<file path="config.mk">
export PLATFORM = sky130hd
export DESIGN_NAME = rca_chunk_serial_sequencer
export DESIGN_NICKNAME = d
export VERILOG_FILES = /design/src/rtl/rca_pkg.sv /design/src/rtl/rca_chunk_serial_sequencer.sv
export SDC_FILE = /design/constraint.sdc
export NUM_CORES = 1
export LEC_CHECK = 0
export CAP_MARGIN = 20
export CORE_MARGIN = 2
export CORE_UTILIZATION = 41
export CTS_BUF_LIST = sky130_fd_sc_hd__clkbuf_16
export DETAILED_ROUTE_END_ITERATION = 10
export PLACE_DENSITY_LB_ADDON = 0.15
export SLEW_MARGIN = 10
export SYNTH_ARGS = -nofsm -noshare
export SYNTH_HDL_FRONTEND = slang
export SYNTH_SLANG_ARGS = --single-unit
</file>
<file path="constraint.sdc">
create_clock -name clk -period 1.5 [get_ports clk]
set_input_delay 0.15 -clock clk [delete_from_list [all_inputs] [get_ports clk]]
set_output_delay 0.15 -clock clk [all_outputs]
set_load 0.03 [all_outputs]
</file>
<file path="src/rtl/rca_pkg.sv">
// Shared types for the chunk-serial ripple-carry sequencer: slice width and FSM state encoding.
package rca_pkg;

  localparam int SLICE_W = 3;

  typedef enum logic [1:0] {
    IDLE = 2'd0,
    RUN  = 2'd1,
    DONE = 2'd2
  } rca_seq_state_e;

endpackage

</file>
<file path="src/rtl/rca_chunk_serial_sequencer.sv">
// Feeds a WIDTH-bit add to an external 3-bit slice adder LSB slice first and
// returns the registered full sum and final carry over a valid/ready handshake.
module rca_chunk_serial_sequencer
  import rca_pkg::*;
#(
  parameter int WIDTH = 12
) (
  input  logic                 clk,
  input  logic                 rst_n,
  input  logic                 in_valid,
  output logic                 in_ready,
  input  logic [WIDTH-1:0]     in_a,
  input  logic [WIDTH-1:0]     in_b,
  input  logic                 in_cin,
  output logic [SLICE_W-1:0]   slice_a,
  output logic [SLICE_W-1:0]   slice_b,
  output logic                 slice_cin,
  input  logic [SLICE_W-1:0]   slice_sum,
  input  logic [SLICE_W-1:0]   slice_cout,
  output logic                 out_valid,
  input  logic                 out_ready,
  output logic [WIDTH-1:0]     out_sum,
  output logic                 out_cout
);

  localparam int NSLICE = WIDTH / SLICE_W;
  localparam int IDX_W  = (NSLICE > 1) ? $clog2(NSLICE) : 1;
  localparam logic [IDX_W-1:0] LAST_IDX = IDX_W'(NSLICE - 1);

  generate
    if ((WIDTH % SLICE_W) != 0 || WIDTH <= 0) begin : g_width_chk
      $error("rca_chunk_serial_sequencer: WIDTH must be a positive multiple of 3");
    end
  endgenerate

  rca_seq_state_e      state_q, state_d;
  logic [IDX_W-1:0]    idx_q,   idx_d;
  logic                carry_q, carry_d;
  logic [WIDTH-1:0]    a_q,     a_d;
  logic [WIDTH-1:0]    b_q,     b_d;
  logic [WIDTH-1:0]    sum_q,   sum_d;
  logic                cout_q,  cout_d;
  int                  off;

  // Only the top bit of the slice carry chain matters; the lower taps are intentionally dropped.
  logic                unused_cout_bits;
  assign unused_cout_bits = ^slice_cout[SLICE_W-2:0];

  assign off       = SLICE_W * int'(idx_q);
  assign in_ready  = (state_q == IDLE);
  assign out_valid = (state_q == DONE);
  assign out_sum   = sum_q;
  assign out_cout  = cout_q;

  // Slice drive is decoded from registers only, keeping slice_sum out of this path.
  always_comb begin
    slice_a   = '0;
    slice_b   = '0;
    slice_cin = 1'b0;
    if (state_q == RUN) begin
      slice_a   = a_q[off +: SLICE_W];
      slice_b   = b_q[off +: SLICE_W];
      slice_cin = carry_q;
    end
  end

  always_comb begin
    state_d = state_q;
    idx_d   = idx_q;
    carry_d = carry_q;
    a_d     = a_q;
    b_d     = b_q;
    sum_d   = sum_q;
    cout_d  = cout_q;
    unique case (state_q)
      IDLE: begin
        if (in_valid) begin
          a_d     = in_a;
          b_d     = in_b;
          carry_d = in_cin;
          idx_d   = '0;
          state_d = RUN;
        end
      end
      RUN: begin
        sum_d[off +: SLICE_W] = slice_sum;
        carry_d               = slice_cout[SLICE_W-1];
        if (idx_q == LAST_IDX) begin
          cout_d  = slice_cout[SLICE_W-1];
          state_d = DONE;
        end else begin
          idx_d = idx_q + IDX_W'(1);
        end
      end
      DONE: begin
        if (out_ready) state_d = IDLE;
      end
      default: state_d = IDLE;
    endcase
  end

  always_ff @(posedge clk or negedge rst_n) begin
    if (!rst_n) begin
      state_q <= IDLE;
      idx_q   <= '0;
      carry_q <= 1'b0;
      a_q     <= '0;
      b_q     <= '0;
      sum_q   <= '0;
      cout_q  <= 1'b0;
    end else begin
      state_q <= state_d;
      idx_q   <= idx_d;
      carry_q <= carry_d;
      a_q     <= a_d;
      b_q     <= b_d;
      sum_q   <= sum_d;
      cout_q  <= cout_d;
    end
  end

endmodule

</file>
## Word level (Yosys, flattened, before mapping)

Index checks and enable logic that the tools add are counted.

- Add/subtract/negate cells: 2
- Multipliers: 1
- Equal/unequal tests: 7
- Shift-type cells: 4
- Multiplexer cells: 13
- Reductions and logical operators: 7

Operators by type and width:

| cell | count |
|---|---|
| $neg A4 Y33 | 1 |
| $shift A3 B33 Y12 const A | 1 |
| $shiftx A3 B33 Y12 | 1 |
| $shiftx A12 B5 Y3 | 2 |
| $bwmux W12 | 1 |
| $mux W2 | 5 |
| $mux W3 | 2 |
| $pmux W2 S3 | 1 |
| $reduce_and A2 Y1 | 3 |
| $reduce_and A3 Y1 | 2 |
| $eq A2 B2 Y1 const B | 2 |
| $mul A2 B2 Y4 const A | 1 |
| $ne A2 B1 Y1 const B | 2 |
| $ne A2 B2 Y1 const B | 2 |
| $pmux W2 S2 | 1 |
| $add A2 B1 Y2 const B | 1 |
| $eq A2 B1 Y1 const B | 1 |
| $logic_not A2 Y1 | 1 |
| $mux W1 | 2 |
| $pmux W1 S2 | 1 |
| $reduce_bool A2 Y1 | 1 |

- Flip-flop bits (word level): 42
- Input port bits: 35

## Longest topological paths before layout

- Word-level depth: 4
- Depth in mapped cells: 6
- Gate-level depth less buffers: 5

## Worst setup path after synthesis

OpenSTA, ideal clock, no wires.

- Kind: reg2reg
- From: register idx_q[1]
- To: register sum_q[0] (netlist: out_sum[0])
- Setup time: 0.066 ns
- Arrival: 1.569 ns
- Slack: -0.136 ns
- Cell stages (with the launch flop): 6
- Path buffers: 1
- Clock period less this slack: 1.636 ns
- Cell sequence: dfrtp_1 clkbuf_1 inv_1 ha_1 nor4b_2 a22o_1

- Longest elaborated chain between the ends: 4
- Elaborated cells between the ends (all ways): 5

Ends and longest elaborated chain:

| item | line | RTL |
|---|---|---|
| start: declaration | rca_chunk_serial_sequencer.sv:37 | `logic [IDX_W-1:0] idx_q, idx_d;` |
| start signal: assignment | rca_chunk_serial_sequencer.sv:113 | `idx_q <= idx_d;` |
| $mul A2 B2 Y4 (*) | rca_chunk_serial_sequencer.sv:49 | `assign off = SLICE_W * int'(idx_q);` |
| $neg A4 Y33 (*) | rca_chunk_serial_sequencer.sv:86 | `sum_d[off +: SLICE_W] = slice_sum;` |
| $shiftx A3 B33 Y12 / $shift A3 B33 Y12 (equally long branches) | rca_chunk_serial_sequencer.sv:86 |  |
| $bwmux W12 (*) | rca_chunk_serial_sequencer.sv:86 |  |
| end signal: assignment | rca_chunk_serial_sequencer.sv:117 | `sum_q <= sum_d;` |
| end: declaration | rca_chunk_serial_sequencer.sv:41 | `logic [WIDTH-1:0] sum_q, sum_d;` |

Every way passes the cells marked *; elsewhere a longest branch is shown, timed or not.
A chain may end at the register's enable or synchronous reset.

## Final worst setup path

- From: register idx_q[0]
- To: output slice_a[2]

- Longest elaborated chain between the ends: 3

Ends and longest elaborated chain:

| item | line | RTL |
|---|---|---|
| $mul A2 B2 Y4 | rca_chunk_serial_sequencer.sv:49 |  |
| $shiftx A12 B5 Y3 | rca_chunk_serial_sequencer.sv:61 | `slice_a = a_q[off +: SLICE_W];` |
| $mux W3 | rca_chunk_serial_sequencer.sv:60 | `if (state_q == RUN) begin` |
| end: declaration | rca_chunk_serial_sequencer.sv:15 | `output logic [SLICE_W-1:0] slice_a,` |

No other way between the ends.

==> reports/metrics.csv <==
metric,value,unit
result_of_the_run,finished with violations,
violations_in_the_final_reports,setup timing,
cts_root_buf,sky130_fd_sc_hd__clkbuf_16,
cts.reportedPaths.clkPinSlew,60,ps
report.power.total,8160,µW
cp-start-kind,flip-flop,
die_height,73.4,µm
synth.net_count,182,
min_path_type,in2async,
die_width,73.4,µm
syn_area_per_cell,13.9,µm²
post-synth-top-area-cell,sky130_fd_sc_hd__dfrtp_1,
nets,274,
p_sw_share,36.5,%
synth.top_cells.by_area,"sky130_fd_sc_hd__dfrtp_1 53%, sky130_fd_sc_hd__mux2_2 14%, sky130_fd_sc_hd__mux4_2 6.8%, sky130_fd_sc_hd__ha_1 3.2%, sky130_fd_sc_hd__o31ai_1 3.0%",
totalNegativeSetupSlack,-2400,ps
fmax,566,MHz
n_antenna_cell,0,
powerDensity,2430,nW/µm²
max-slew-margin-rel,69.1,%
synth.ff_latch_count,42,
slew_violations,0,
avgRoutedWirePerCell,17.1,µm
ctsHtreeMaxLevel,2,
mappedNetlistArea,1980,µm²
wl,4.92,mm
grt_pass1_vias,1513,
drive_gt1_share,53.2,%
post_synth_most_frequent_cells,"42 x sky130_fd_sc_hd__dfrtp_1, 25 x sky130_fd_sc_hd__mux2_2, 11 x sky130_fd_sc_hd__nand2_1",
finalClockSkew,4.43,ps
syn2layout_area_growth,70.1,%
routed_via_count,1496,
timing_worst_setup_path_type,reg2out,
finalSetupViolations,18,
pin_count_of_the_biggest_net_entering_global_routing,25,
synth-seq-area-share,53.2,%
clkPwrFrac,11.9,%
core-area,4690,µm²
rsz0062_at_grt,true,
worst_slack,-268,ps
cellInternalPower,5180,µW
synth_largest_type_area_fraction,53.2,%
timing.final.hold_violations,0,
dpl-instance-area,2720,µm²
worst_pin_slew,464,ps
placement_rows,25,
p_leak,0.00154,µW
antenna_found_initial,0,
postSynthCellCount,142,
vdd_ir_drop_max,1130,µV
synthesis.yosys.warnings,0,
postSynth.topFlopCell,sky130_fd_sc_hd__dfrtp_1,
floorplan.initialDensity,42.1,%
cts-root-to-sink-buffers,2,
end_kind,output port,
switching_component_of_the_power,2980,µW
drt_pass1_iterations,4,
die-area,5390,µm²
grt_first_pass_wirelength,7.24,mm
timing.critical_path.arrival,1620,ps
globalplace.congestion,0.753,
numClockSinks,42,
final_period_util,118,%
critical_path.max_fanout,5,
initialDrtViolationCount,49,
track_usage,17.7,%
stdcell_area,3360,µm²
clkLatencyLatePin,280,ps
number_of_distinct_library_cells_after_synthesis,28,
cts_inserted_buffers,5,
dpl.hpwl,3.12,mm
power.share.combinational,63.4,%
seq_power_share,24.7,%
reg2reg_from,idx_q[0]$_DFFE_PN0P_,
drt.antenna.violating_nets,0,
gr-total-overflow,0,
synth_enable_flop_cells,0,
yosys.cell_count.top_type,sky130_fd_sc_hd__dfrtp_1,
cp_data_required_time,1350,ps
synthArstFlopShare,100,%
drv_cap,0,
io_buffer_count,54,
design.portCount,57,
min_period,1770,ps
crit_path_from,idx_q[0]$_DFFE_PN0P_,
via_per_inst,5.21,
route.detailed.drc,0,
tritoncts,done,
==> per-layer routing <==
metal / up-vias / track usage, % / share of wire, %
met5: - / 0 / 0
met1: 747 / 22.9 / 41
met4: 0 / 7.68 / 2.1
met2: 46 / 28.3 / 52
li1: 692 / - / -
met3: 11 / 4.12 / 4.2
==> critical path, stage by stage (launching register included) <==
cell,delay (ps)
sky130_fd_sc_hd__dfrtp_1,370
sky130_fd_sc_hd__buf_6,150
sky130_fd_sc_hd__mux4_2,530
sky130_fd_sc_hd__nor2b_4,150
sky130_fd_sc_hd__buf_6,140
==> state kept, by name, indices dropped and copies added, names as in the netlist <==
signal / count
a_q: 12
b_q: 12
out_sum: 12
idx_q: 2
state_q: 2
carry_q: 1
out_cout: 1
==> power by group through the flow <==
| stage | combinational [µW] | sequential [µW] | clock, µW |
|---|---|---|---|
| after global placement | 3580 | 1960 | 0 |
| final | 5170 | 2020 | 968 |
| after global routing | 5460 | 2090 | 1040 |
| after floorplan | 2160 | 2190 | 0 |
| after detailed placement | 3680 | 2000 | 0 |
| after CTS | 4170 | 2010 | 993 |
==> per-stage QoR <==
step	setup WS (ps)	hold WS, ps	cells	utilization [%]
2_1_floorplan	-24.5	-146	142	-
3_3_place_gp	-395	117	262	57.9
3_5_place_dp	-395	132	262	57.9
4_1_cts	-241	364	274	64.5
5_1_grt	-312	403	287	71.7
6_report	-268	352	287	71.7
==> cell type report <==
class	instances	area (µm²)
clock inverter	1	3.75
fill	301	1330
multi-input combinational	88	1150
tap	54	67.6
timing repair buffer	91	936
sequential	42	1050
inverter	6	26.3
clock buffer	5	125
==> path summary, 6_finish.rpt <==
kind | end | slack [ps] | cells after the start
max | slice_a[2] | -270 | 4
min | out_cout$_DFFE_PN0P_ | 350 | 2
max reg2reg | out_sum[1]$_DFFE_PN0P_ | -150 | 7
min reg2reg | out_sum[8]$_DFFE_PN0P_ | 480 | 2
max in group asynchronous | b_q[4]$_DFFE_PN0P_ | 660 | 3
min in group clk | state_q[1]$_DFFE_PN0P_ | 470 | 2
==> layout by cell type (no fill, tap or decap), types with 3 or more instances in the layout <==
master,synthesis,routed
sky130_fd_sc_hd__clkdlybuf4s50_1,0,42
sky130_fd_sc_hd__dfrtp_1,42,41
sky130_fd_sc_hd__buf_6,3,22
sky130_fd_sc_hd__mux2_4,0,21
sky130_fd_sc_hd__buf_4,0,19
sky130_fd_sc_hd__mux4_2,6,6
sky130_fd_sc_hd__o31ai_2,0,6
sky130_fd_sc_hd__clkbuf_16,0,6
sky130_fd_sc_hd__nand2_1,11,5
sky130_fd_sc_hd__mux2_2,25,5
sky130_fd_sc_hd__nand2_2,0,5
sky130_fd_sc_hd__inv_1,6,4
sky130_fd_sc_hd__ha_4,0,4
sky130_fd_sc_hd__nor2b_2,0,3
sky130_fd_sc_hd__nor2_1,4,3
sky130_fd_sc_hd__nor2b_4,0,3
sky130_fd_sc_hd__o21ai_0,3,3
sky130_fd_sc_hd__nand2b_4,0,3
sky130_fd_sc_hd__a22o_1,3,3
sky130_fd_sc_hd__buf_12,0,3
==> timing repair <==
item / CTS / global route
pin swaps: 9 / 14
cloned: 1 / 1
endpoints found under the setup margin: 31 / 46
setup buffers: 4 / 14
resized for setup: 74 / 47
endpoints found under the hold margin: 18 / 0
hold buffers: 1 / 0
==> logic make-up after synthesis <==
logic type | synth area share, %
fa+ha+maj | 3.16
compound gates | 6.33
simple gates | 11.6
flops | 53.2
buf+inv | 4.11
mux | 21.6
Power figures use the tool's default switching activity.
